===== config.mk =====
export PLATFORM = sky130hd
export DESIGN_NAME = stopwatch_ctrl
export DESIGN_NICKNAME = d
export VERILOG_FILES = /design/src/rtl/stopwatch_pkg.sv /design/src/rtl/stopwatch_ctrl_bcd_digit.sv /design/src/rtl/stopwatch_ctrl.sv
export SDC_FILE = /design/constraint.sdc
export NUM_CORES = 1
export LEC_CHECK = 0
export ABC_AREA = 1
export ABC_CLOCK_PERIOD_IN_PS = 2300
export CORE_ASPECT_RATIO = 0.8
export CORE_MARGIN = 5
export CORE_UTILIZATION = 33
export CTS_CLUSTER_DIAMETER = 150
export DETAILED_ROUTE_END_ITERATION = 8
export SYNTH_ARGS = -nofsm -noshare
export SYNTH_HDL_FRONTEND = slang
export SYNTH_SLANG_ARGS = --single-unit

===== constraint.sdc =====
create_clock -name CLK -period 2.3 [get_ports CLK]
set_input_delay 0.46 -clock CLK [delete_from_list [all_inputs] [get_ports CLK]]
set_output_delay 0.46 -clock CLK [all_outputs]
set_load 0.01 [all_outputs]

===== src/rtl/stopwatch_pkg.sv =====
// Shared definitions for the stopwatch controller: FSM state encoding,
// BCD digit width and the per-nibble preset clamp.
package stopwatch_pkg;

  localparam int          DIGIT_W = 4;
  localparam int          NUM_DIG = 4;
  localparam logic [3:0]  BCD_MAX = 4'd9;

  typedef enum logic [1:0] {
    IDLE  = 2'd0,
    RUN   = 2'd1,
    PAUSE = 2'd2,
    DONE  = 2'd3
  } state_e;

  // Any nibble above 9 is forced to 9 so the counter never holds a non-BCD digit.
  function automatic logic [15:0] clamp_bcd(input logic [15:0] raw);
    logic [15:0] res;
    res = 16'h0000;
    for (int i = 0; i < NUM_DIG; i++) begin
      if (raw[i*DIGIT_W +: DIGIT_W] > BCD_MAX) begin
        res[i*DIGIT_W +: DIGIT_W] = BCD_MAX;
      end else begin
        res[i*DIGIT_W +: DIGIT_W] = raw[i*DIGIT_W +: DIGIT_W];
      end
    end
    return res;
  endfunction

endpackage


===== src/rtl/stopwatch_ctrl_bcd_digit.sv =====
// One BCD digit (0..9) of the stopwatch count: synchronous clear/load,
// enable, up/down direction and a combinational carry/borrow-out.
module bcd_digit
  import stopwatch_pkg::*;
(
  input  logic               clk,
  input  logic               rst_n,
  input  logic               clr,
  input  logic               load,
  input  logic [DIGIT_W-1:0] load_val,
  input  logic               en,
  input  logic               dir,
  output logic [DIGIT_W-1:0] value,
  output logic [DIGIT_W-1:0] value_next,
  output logic               co
);

  logic [DIGIT_W-1:0] value_q;
  logic [DIGIT_W-1:0] value_d;

  // Stepped value and wrap carry/borrow; value_next lets the parent see the post-tick count.
  always_comb begin
    value_next = value_q;
    co         = 1'b0;
    if (en) begin
      if (dir) begin
        co = (value_q == 4'd0);
        if (value_q == 4'd0) begin
          value_next = BCD_MAX;
        end else begin
          value_next = value_q - 4'd1;
        end
      end else begin
        co = (value_q == BCD_MAX);
        if (value_q == BCD_MAX) begin
          value_next = 4'd0;
        end else begin
          value_next = value_q + 4'd1;
        end
      end
    end else begin
      value_next = value_q;
    end
  end

  always_comb begin
    value_d = value_next;
    if (clr) begin
      value_d = 4'd0;
    end else if (load) begin
      value_d = load_val;
    end else begin
      value_d = value_next;
    end
  end

  always_ff @(posedge clk or negedge rst_n) begin
    if (!rst_n) begin
      value_q <= 4'd0;
    end else begin
      value_q <= value_d;
    end
  end

  assign value = value_q;

endmodule


===== src/rtl/stopwatch_ctrl.sv =====
// Four-digit BCD up/down stopwatch with pause and terminal-count detection.
// Optional lap capture register is built only when STOPWATCH_CTRL_LAP_EN is defined.
module stopwatch_ctrl
  import stopwatch_pkg::*;
#(
  parameter int          TICK_DIV = 100000000,
  parameter logic [15:0] UP_LIMIT = 16'h9999
) (
  input  logic        CLK,
  input  logic        RESET_N,
  input  logic        START,
  input  logic        STOP,
  input  logic        CLEAR,
  input  logic        DIR,
  input  logic [15:0] PRESET,
  input  logic        LAP,
  output logic [15:0] DIGITS,
  output logic [15:0] LAP_DIGITS,
  output logic [1:0]  STATE,
  output logic        DONE_PULSE
);

  localparam int             PW         = $clog2(TICK_DIV);
  localparam logic [PW-1:0]  PRESC_LAST = PW'(TICK_DIV - 1);

  state_e        state_q, state_d;
  logic [PW-1:0] presc_q, presc_d;
  logic          dir_q, dir_d;
  logic          done_pulse_q, done_pulse_d;

  logic          stop_s, start_s, load_s, run_s, tick_s, term_s;
  logic [15:0]   load_val_s, digits_s, digits_next_s, target_s;
  logic [NUM_DIG:0] carry_s;

  // Lower-priority pulses are masked by any higher-priority one in the same cycle.
  assign stop_s     = STOP & ~CLEAR;
  assign start_s    = START & ~STOP & ~CLEAR;
  assign load_val_s = DIR ? clamp_bcd(PRESET) : 16'h0000;
  assign load_s     = start_s && (state_q == IDLE);
  assign run_s      = (state_q == RUN) && !CLEAR && !STOP;
  assign tick_s     = run_s && (presc_q == PRESC_LAST);
  assign target_s   = dir_q ? 16'h0000 : UP_LIMIT;
  // A carry out of the top digit can only happen with an unreachable limit; treat it as terminal.
  assign term_s     = tick_s && ((digits_next_s == target_s) || carry_s[NUM_DIG]);
  assign carry_s[0] = tick_s;

  for (genvar i = 0; i < NUM_DIG; i++) begin : g_digit
    bcd_digit u_digit (
      .clk        (CLK),
      .rst_n      (RESET_N),
      .clr        (CLEAR),
      .load       (load_s),
      .load_val   (load_val_s[i*DIGIT_W +: DIGIT_W]),
      .en         (carry_s[i]),
      .dir        (dir_q),
      .value      (digits_s[i*DIGIT_W +: DIGIT_W]),
      .value_next (digits_next_s[i*DIGIT_W +: DIGIT_W]),
      .co         (carry_s[i+1])
    );
  end

  // Next-state, prescaler and direction latch.
  always_comb begin
    state_d = state_q;
    presc_d = presc_q;
    dir_d   = dir_q;
    if (CLEAR) begin
      state_d = IDLE;
      presc_d = '0;
    end else begin
      case (state_q)
        IDLE: begin
          if (start_s) begin
            dir_d   = DIR;
            presc_d = '0;
            if (load_val_s == (DIR ? 16'h0000 : UP_LIMIT)) begin
              state_d = DONE;
            end else begin
              state_d = RUN;
            end
          end else begin
            state_d = IDLE;
          end
        end
        RUN: begin
          if (stop_s) begin
            state_d = PAUSE;
          end else if (tick_s) begin
            presc_d = '0;
            if (term_s) begin
              state_d = DONE;
            end else begin
              state_d = RUN;
            end
          end else begin
            presc_d = presc_q + PW'(1);
          end
        end
        PAUSE: begin
          if (start_s) begin
            state_d = RUN;
          end else begin
            state_d = PAUSE;
          end
        end
        DONE: begin
          if (start_s) begin
            state_d = IDLE;
          end else begin
            state_d = DONE;
          end
        end
        default: begin
          state_d = IDLE;
          presc_d = '0;
        end
      endcase
    end
    done_pulse_d = (state_d == DONE) && (state_q != DONE);
  end

  always_ff @(posedge CLK or negedge RESET_N) begin
    if (!RESET_N) begin
      state_q      <= IDLE;
      presc_q      <= '0;
      dir_q        <= 1'b0;
      done_pulse_q <= 1'b0;
    end else begin
      state_q      <= state_d;
      presc_q      <= presc_d;
      dir_q        <= dir_d;
      done_pulse_q <= done_pulse_d;
    end
  end

`ifdef STOPWATCH_CTRL_LAP_EN
  logic [15:0] lap_q, lap_d;

  // Lap snapshot takes the count as it stood before this edge.
  always_comb begin
    lap_d = lap_q;
    if (CLEAR) begin
      lap_d = 16'h0000;
    end else if ((state_q == RUN) && LAP) begin
      lap_d = digits_s;
    end else begin
      lap_d = lap_q;
    end
  end

  always_ff @(posedge CLK or negedge RESET_N) begin
    if (!RESET_N) begin
      lap_q <= 16'h0000;
    end else begin
      lap_q <= lap_d;
    end
  end

  assign LAP_DIGITS = lap_q;
`else
  logic lap_unused_s;
  assign lap_unused_s = LAP;
  assign LAP_DIGITS   = 16'h0000;
`endif

  assign DIGITS     = digits_s;
  assign STATE      = state_q;
  assign DONE_PULSE = done_pulse_q;

endmodule


# --- Word level (Yosys, flattened, before mapping) ---
# Cells that the tools add are included.
classes:
  add_sub_neg: 9
  mul: 0
  n_div: 0
  magnitude_cmp: 4
  n_eq_ne: 14
  n_shift: 0
  mux: 53
  bitwise: 5
  reduce_logical: 17
ops:
  columns: ["cell", "count"]
  rows:
  - ["4-bit 2-to-1 mux", 28]
  - ["27-bit 2-to-1 mux", 4]
  - ["27-bit case mux with 2 select lines", 1]
  - ["16-bit 2-to-1 mux", 3]
  - ["16-bit == test", 2]
  - ["27-bit by 1-bit adder with 27-bit output, second input constant", 1]
  - ["27-bit == test, second input constant", 1]
  - ["4-bit by 1-bit adder with 4-bit output, second input constant", 4]
  - ["4-bit == test, second input constant", 4]
  - ["4-bit greater-than comparator, second input constant", 4]
  - ["4-bit zero test", 4]
  - ["2-bit 2-to-1 mux", 8]
  - ["4-bit by 1-bit subtractor with 4-bit output, second input constant", 4]
  - ["1-bit 2-to-1 mux", 8]
  - ["2-bit case mux with 4 select lines", 1]
  - ["2-bit == test, second input constant", 3]
  - ["1-bit logical AND", 6]
  - ["3-bit inequality test, second input constant", 2]
  - ["3-bit AND reduction", 2]
  - ["1-bit bitwise AND", 3]
  - ["3-bit nonzero test", 1]
  - ["2-bit by 1-bit == test with 1-bit output, second input constant", 1]
  - ["1-bit zero test", 2]
  - ["2-bit zero test", 1]
  - ["3 further kinds", 4]
word_totals:
  reg_bits: 47
  latch_bits: 0
  ramBits: 0
  romBits: 0
  inputBits: 23
  output_inout_bits: 35
  wordCells: 110
  n_memories: 0

# --- Depth between registers and ports, before layout ---
# Gate-level depths: netlist of run 1.
depth:
  ltp_word: 18
  mapped_depth: 21
  depth_no_buf: 21

# --- Modules after synthesis ---
# A second synthesis of run 1 with hierarchy kept.
hier_totals:
  hier_cells: 651
  area_unflattened_um2: 3998.8
modules_own_cells:
  columns: ["mod", "instances", "cells_each", "area_per_inst_um2", "seq_area_each_um2"]
  rows:
  - ["stopwatch_ctrl", 1, 383, 2457.4, 775.7]
  - ["bcd_digit", 4, 67, 385.4, 100.1]

# --- Worst setup path before layout of run 1 ---
# Ideal clock, no wire load.
synth_timing:
  path_kind: "reg-to-reg"
  start: "reg g_digit[0].u_digit.value_q[0]"
  end: "reg done_pulse_q, in the netlist DONE_PULSE"
  setup_ns: 0.069
  arrival_time_ns: 2.019
  required_ns: 2.231
  path_slack_ns: 0.212
  path_stages_with_launch: 21
  n_path_buf: 0
  period_less_slack_ns: 2.088
  path_cell_list: "dfrtp_1 inv_1 ha_1 nand3_1 nand2_1 nand2_2 inv_4 nand3_4 nor2_4 nand3_1 nand2_1 inv_1 nor2_1 nand2_1 nand2_1 nand3_1 nand2_1 nand2_1 nand2_1 nand2_2 nor2_2"
synth_between:
  elab_chain_cells: 16
  elab_cells_between_ends: 26
  classes_between: "2 x add/sub; 3 x eq/ne; 17 x mux; 4 x reduce/logical"
synth_lines:
  columns: ["item", "line_no", "source"]
  rows:
  - ["from (decl)", "stopwatch_ctrl_bcd_digit.sv:18", "logic [DIGIT_W-1:0] value_q;"]
  - ["from (signal assigned)", "stopwatch_ctrl_bcd_digit.sv:61", "value_q <= value_d;"]
  - ["4-bit == test or 4-bit zero test (tied branches)", null, null]
  - ["1-bit 2-to-1 mux", "stopwatch_ctrl_bcd_digit.sv:26", "if (dir) begin"]
  - ["1-bit 2-to-1 mux (3 in series)", "stopwatch_ctrl_bcd_digit.sv:25", "if (en) begin"]
  - ["4-bit 2-to-1 mux", "stopwatch_ctrl_bcd_digit.sv:25", null]
  - ["16-bit == test", "stopwatch_ctrl.sv:44", "assign term_s = tick_s && ((digits_next_s == target_s) || carry_s[NUM_DIG]);"]
  - ["1-bit logical OR (*)", "stopwatch_ctrl.sv:44", null]
  - ["1-bit logical AND (*)", "stopwatch_ctrl.sv:44", null]
  - ["2-bit 2-to-1 mux (*)", "stopwatch_ctrl.sv:90", "if (term_s) begin"]
  - ["2-bit 2-to-1 mux (*)", "stopwatch_ctrl.sv:88", "end else if (tick_s) begin"]
  - ["2-bit 2-to-1 mux (*)", "stopwatch_ctrl.sv:86", "if (stop_s) begin"]
  - ["2-bit case mux with 4 select lines (*)", "stopwatch_ctrl.sv:71", "case (state_q)"]
  - ["2-bit 2-to-1 mux (*)", "stopwatch_ctrl.sv:67", "if (CLEAR) begin"]
  - ["2-bit == test (*)", "stopwatch_ctrl.sv:119", "done_pulse_d = (state_d == DONE) && (state_q != DONE);"]
  - ["1-bit logical AND (*)", "stopwatch_ctrl.sv:119", null]
  - ["net done_pulse_d", "stopwatch_ctrl.sv:29", "logic done_pulse_q, done_pulse_d;"]
  - ["to (signal assigned)", "stopwatch_ctrl.sv:132", "done_pulse_q <= done_pulse_d;"]
  - ["to (decl)", "stopwatch_ctrl.sv:29", null]
# Mark *: on every way through the listed nets, which the timed path passes. The rest lies on a longest branch.
# A chain may end at the register's enable or synchronous reset.

# --- Final worst setup path of run 1 ---
layout_timing:
  start: "reg presc_q[0]"
  end: "reg presc_q[13]"
layout_between:
  elab_chain_cells: 6
  elab_cells_between_ends: 7
  classes_between: "1 x add/sub; 1 x eq/ne; 4 x mux; 1 x reduce/logical"
layout_lines:
  columns: ["item", "line_no", "source"]
  rows:
  - ["from (decl)", "stopwatch_ctrl.sv:27", "logic [PW-1:0] presc_q, presc_d;"]
  - ["from (signal assigned)", "stopwatch_ctrl.sv:130", "presc_q <= presc_d;"]
  - ["parallel branches: the longest is 2 deep, another holds 27-bit by 1-bit adder with 27-bit output", null, null]
  - ["27-bit 2-to-1 mux (*)", "stopwatch_ctrl.sv:88", null]
  - ["27-bit 2-to-1 mux (*)", "stopwatch_ctrl.sv:86", null]
  - ["27-bit case mux with 2 select lines (*)", "stopwatch_ctrl.sv:71", null]
  - ["27-bit 2-to-1 mux (*)", "stopwatch_ctrl.sv:67", null]
# Every way passes the cells marked *. The select of a mux whose other input is x is not followed.

==> results.json, run 1 <==
{
  "status": "finished, violations left",
  "violations": "negative setup slack",
  "yosys_warnings": 0,
  "grt_overflow_total": 0,
  "power_frac_seq": 0.375,
  "die_y_um": 107,
  "placed_cell_area_um2": 4850,
  "synth-edff-count": 0,
  "p_int_uw": 1630,
  "relSlewSlack": 0.581,
  "finalSetupViolCount": 1,
  "numCtsBuffers": 5,
  "cts_root_buf": "clkbuf_16",
  "cp-start-kind": "flop",
  "grt_pass1_vias": 4039,
  "cts_sinks": 47,
  "synthFlopType": "dfrtp_1",
  "fin_util": 0.470,
  "synthCells": 587,
  "ant_nets": 0,
  "die_w_um": 131,
  "routed_wl_um": 11700,
  "grt_max_degree": 48,
  "avgSynthCellArea_um2": 6.57,
  "cp_max_fo": 3,
  "antenna_found_initial": 0,
  "yosysTopAreaCellShare": 0.305,
  "p_comb_frac": 0.280,
  "p_per_area_nw_per_um2": 437,
  "p_leak_uw": 0.00263,
  "start_util": 0.336,
  "ys_ff_latch": 47,
  "vias": 4253,
  "regArea_um2": 1180,
  "grt_usage": 0.168,
  "cp-end-kind": "flop",
  "cap_violations": 0,
  "cts_tree": "built",
  "final_cell_area_um2": 5390,
  "max_freq_ghz": 0.434,
  "hold_viol_final": 0,
  "path_clk_slew_ns": 0.07,
  "finalPower_uw": 2360,
  "netlist-cell-type-count": 48,
  "synth_top_cell_by_area": "dfrtp_1",
  "hpwl_um": 8890,
  "synth-async-reset-ratio": 1.00,
  "period_minus_slack_ns": 2.30,
  "wl_met3_um": 715,
  "period_share": 1.00,
  "hp-class": "primary input to async pin",
  "grt_pass1_wl_um": 19200,
  "cts_buffer_depth": 2,
  "rows": 35,
  "synth_area_leaders": "dfrtp_1, nand2_1, inv_1, nor2_1, nand3_1",
  "wl_met1_um": 5650,
  "hold_slack_ns": 0.274,
  "multi_input_area_um2": 2340,
  "finClkSkew_ns": 0.00633,
  "synth_seq_area_share": 0.305,
  "arrival_ns": 2.51,
  "slew_violations": 0,
  "cts_hold_buf": 0,
  "dieArea_um2": 14000,
  "rrSetupSlack_ns": -0.003,
  "drtPass1Iterations": 5,
  "p_clk_frac": 0.345,
  "via_per_inst": 4.87,
  "portBuffers": 40,
  "dpl_worst_slack_ns": -0.397,
  "first_iter_violations": 276,
  "worst_slack_ns": -0.00264,
  "core_um2": 11500,
  "crit_required_ns": 2.51,
  "top_layer": "met4",
  "sw_frac_of_total": 0.309,
  "cts_htree_levels": 2,
  "wl_per_cell_um": 13.4,
  "drc_errors": 0,
  "synth_area_um2": 3860,
  "insertion_delay_ns": 0.29,
  "ir_worst_vdd_mv": 0.255,
  "io_pins": 58,
  "p_switching_uw": 728,
  "routabilityCongestion": 0.883,
  "drive_gt1_frac": 0.279,
  "path_class": "flop to flop",
  "rsz0062_at_grt": "yes",
  "diodes": 0,
  "syn2layout_area_growth_pct": 39.7,
  "nNetsFinal": 752,
  "n_fill_cell": 1138,
  "wl_met2_um": 5220,
  "worst_pin_slew_ns": 0.628
}
==> repair_timing <==
item,4_1_cts,5_1_grt
resized for setup,10,42
gates cloned,0,0
buffers inserted,13,19
endpoints found under the setup margin,5,29
pin swaps,8,21
==> cells in the final DEF, fill, tap and decap left out, types with 17 or more instances in the layout <==
cell             instances
nand2_2                 17
a21oi_1                 31
nor2_1                  65
nand3_1                 33
buf_4                   99
inv_1                   73
o21ai_0                 30
clkdlybuf4s50_1         36
nand2_1                128
dfrtp_1                 41
==> worst max-delay path: stages, from the launching register on <==
cell and delay [ns]:
dfrtp_1 0.36, buf_4 0.12, nand3_2 0.12, nor4_4 0.40, nand2_4 0.09, nor2_4 0.12
nand3_2 0.11, buf_4 0.16, buf_4 0.12, buf_4 0.12, buf_4 0.12, buf_4 0.12
inv_1 0.07, a21oi_1 0.06, nor3_1 0.13
==> cell families after synthesis <==
logic type / after synthesis / share of synthesized area
buffers and inverters: 118 / 0.137
AO/OA/AOI/OAI: 92 / 0.136
flip-flops: 47 / 0.305
adder cells (fa/ha/maj): 4 / 0.0130
AND/OR/NAND/NOR: 323 / 0.404
XOR/XNOR: 2 / 0.00454
other: 1 / 0.000972
==> Yosys cell counts (5+ instances only) <==
library cell,number
nand2_1,137
nand4_1,9
nor2_2,8
dfrtp_1,47
nor2_1,72
a21oi_1,32
nand3_2,5
a31oi_1,6
buf_4,17
inv_2,9
nand2_2,10
nor2_4,9
nor3_1,15
nor4_1,5
inv_1,79
o21ai_0,30
a211oi_1,8
nand3_1,39
==> power by group through the flow <==
stage | combinational (uW) | clock, uW | sequential, uW
after floorplan | 329 | 0 | 890
after global placement | 561 | 0 | 897
after detailed placement | 568 | 0 | 897
after CTS | 587 | 826 | 882
after global routing | 726 | 870 | 889
final | 659 | 813 | 884
==> sequential cells by signal, indices dropped and copies added (netlist names) <==
register / flops
presc_q: 27
g_digit.u_digit.value: 16
STATE: 2
DONE_PULSE: 1
dir_q: 1
==> through the flow <==
step,setup TNS (ns),instances
CTS,-0.0124,854
floorplan,0,602
global route,-0.596,873
detailed placement,-6.29,834
global placement,-5.56,834
finish,-0.00264,873
==> area by class of cell <==
cell class,instances,area share
Clock buffer,6,0.0239
Clock inverter,1,0.00557
Inverter,94,0.0683
Multi-Input combinational cell,437,0.434
Sequential cell,47,0.220
Tap cell,148,0.0344
Timing Repair Buffer,140,0.214
==> layer usage <==
metal,vias up,global-route usage
li1,2141,-
met1,1970,0.255
met2,129,0.251
met3,13,0.0229
met4,0,0.0360
met5,-,0
==> final timing paths <==
check                       startpoint                     endpoint  depth (start not counted)
hold reg to reg            presc_q[22]                  presc_q[22]                          1
hold / removal                 RESET_N                  presc_q[22]                          2
setup reg to reg            presc_q[0]                  presc_q[13]                         14
max in group asynchronous      RESET_N  g_digit[0].u_digit.value[0]                          2
setup / recovery            presc_q[0]                  presc_q[13]                         14
min in group CLK           presc_q[22]                  presc_q[22]                          1
Note: power is estimated with default switching activity, not from simulation.
==> run 2: changes to the inputs <==
- DONT_BUFFER_PORTS: not set -> 1
==> run 2 against run 1 <==
The run now ends clean. Via count shrank 8.8%. Combinational power shrank 15%. Register-to-register slack is essentially flat. Cell count is 10% lower. Fmax grew 0.65%. Critical endpoint is now DONE_PULSE. Largest power group unchanged.
==> results.json, run 2 (synthesis gave the netlist of run 1 again) <==
{
  "relSlewSlack": 0.649,
  "p_int_uw": 1460,
  "hold_slack_ns": 0.0190,
  "cts_buffer_depth": 2,
  "hp-class": "primary input to async pin",
  "vias": 3877,
  "final_cell_area_um2": 4630,
  "drc_errors": 0,
  "mostFrequentLayoutCell": "nand2_1",
  "rows": 35,
  "period_minus_slack_ns": 2.29,
  "power_frac_seq": 0.412,
  "antenna_found_initial": 1,
  "status": "finished, final reports clean",
  "p_switching_uw": 677,
  "path_cells": "inv_2 > ha_1 > nand3_1 > nand2_2 > nand2_4 > inv_8 > buf_4 > nand3_2 > nand2_1 > nand3_1 > nor2_1 > nand2_1 > nand2_1 > nand3_1 > nand2_1 > nand2_1 > nand2_1 > nand2_2 > nor2_2",
  "dpl_worst_slack_ns": 0.0187,
  "largest_reg_flops": 27,
  "placedCellCount": 760,
  "grt_overflow_total": 0,
  "crit_buf_inv": 3,
  "grt_usage": 0.151,
  "grt_pass1_wl_um": 17200,
  "numCtsBuffers": 5,
  "p_per_area_nw_per_um2": 461,
  "n_fill_cell": 1172,
  "sw_frac_of_total": 0.317,
  "slew_violations": 0,
  "drive_gt1_frac": 0.240,
  "start_util": 0.336,
  "multi_input_area_um2": 2330,
  "fin_cells": 786,
  "regArea_um2": 1180,
  "wl_per_cell_um": 13.5,
  "hpwl_um": 8210,
  "max_stage_delay_ns": 0.39,
  "final_cell_mix": "nand2_1, inv_1, nor2_1, buf_4, dfrtp_1",
  "die_w_um": 131,
  "io_pins": 58,
  "cp-end-kind": "flop",
  "top_register": "presc_q",
  "drtPass1Iterations": 5,
  "arrival_ns": 2.50,
  "worst_pin_slew_ns": 0.522,
  "cts_sinks": 47,
  "cts_tree": "built",
  "crit_family": "simple AND/OR/NAND/NOR gates",
  "core_um2": 11500,
  "cts_root_buf": "clkbuf_16",
  "critPathMostFrequentCell": "nand2_1",
  "insertion_delay_ns": 0.28,
  "ir_worst_vdd_mv": 0.254,
  "routabilityCongestion": 0.998,
  "ant_nets": 0,
  "hold_viol_final": 0,
  "period_share": 0.995,
  "dieArea_um2": 14000,
  "path_clk_slew_ns": 0.06,
  "finalSetupViolCount": 0,
  "rsz0062_at_grt": "yes",
  "portBuffers": 0,
  "finClkSkew_ns": 0.00539,
  "placed_cell_area_um2": 4190,
  "syn2layout_area_growth_pct": 20.0,
  "cp_max_fo": 6,
  "first_iter_violations": 247,
  "path_class": "flop to flop",
  "max_freq_ghz": 0.437,
  "grt_max_degree": 48,
  "nNetsFinal": 663,
  "routed_wl_um": 10600,
  "via_per_inst": 4.93,
  "cp-start-kind": "flop",
  "p_leak_uw": 0.00223,
  "cts_htree_levels": 2,
  "cap_violations": 0,
  "die_y_um": 107,
  "worst_slack_ns": 0.0122,
  "grt_pass1_vias": 3636,
  "cp_slowest_cell": "dfrtp_1",
  "p_comb_frac": 0.264,
  "p_clk_frac": 0.324,
  "crit_required_ns": 2.51
}
-- run 2: worst reg2reg max path, stage by stage (launching register included) --
cell and delay [ns]:
dfrtp_1 0.39, inv_2 0.09, ha_1 0.15, nand3_1 0.11, nand2_2 0.13, nand2_4 0.09
inv_8 0.09, buf_4 0.11, nand3_2 0.10, nand2_1 0.16, nand3_1 0.10, nor2_1 0.13
nand2_1 0.08, nand2_1 0.09, nand3_1 0.09, nand2_1 0.06, nand2_1 0.04, nand2_1 0.06
nand2_2 0.06, nor2_2 0.09
-- run 2: power groups by stage --
stage	clock (uW)	combinational (uW)	sequential, uW
final	690	563	879
after global routing	745	625	882
after CTS	714	460	877
after detailed placement	0	434	893
after global placement	0	430	892
after floorplan	0	329	890
-- run 2: layer usage --
layer / wire [um] / vias up / part of all wire / track usage
met2: 4610 / 130 / 0.43 / 0.225
li1: - / 1968 / - / -
met1: 5020 / 1763 / 0.47 / 0.213
met3: 863 / 16 / 0.081 / 0.0438
met5: 0 / - / 0 / 0
met4: 154 / 0 / 0.014 / 0.0389
-- run 2: layout make-up --
cell class              instances  area share
diodes                          1    0.000541
clock buffers                   7      0.0287
clock inverters                 1     0.00108
inverters                      94      0.0792
multi-input cells             437       0.504
flip-flops and latches         47       0.256
well taps                     148      0.0400
repair buffers                 51      0.0906
-- run 2: timing repair --
action,CTS,global route
hold buffers,1,0
pin swaps,0,13
setup buffers,1,15
endpoints found under the hold margin,47,0
setup endpoints to repair,1,12
gates resized for setup,1,48
-- run 2: stage by stage --
stage	utilization	power, uW	TNS, ns
detailed placement	0.365	1330	0
global placement	0.365	1320	0
finish	0.403	2130	0
CTS	0.380	2050	0
global route	0.403	2250	-0.304
floorplan	-	1220	0
-- run 2: path summary, 6_finish.rpt --
check | cells past startpoint | start | endpoint | slack, ns
setup / recovery | 19 | g_digit[0].u_digit.value[1] | DONE_PULSE | 0.01
hold / removal | 1 | RESET_N | presc_q[21] | 0.02
setup reg to reg | 19 | g_digit[0].u_digit.value[1] | DONE_PULSE | 0.01
hold reg to reg | 1 | presc_q[18] | presc_q[18] | 0.50
max in group asynchronous | 1 | RESET_N | g_digit[2].u_digit.value[3] | 2.05
min in group CLK | 1 | CLEAR | g_digit[1].u_digit.value[0] | 0.24
==> run 3: changes to the inputs <==
- CTS_CLUSTER_DIAMETER: 150 -> 120
==> results of run 3 <==
No change in the layout: final DEF, timing and power equal those of run 2.
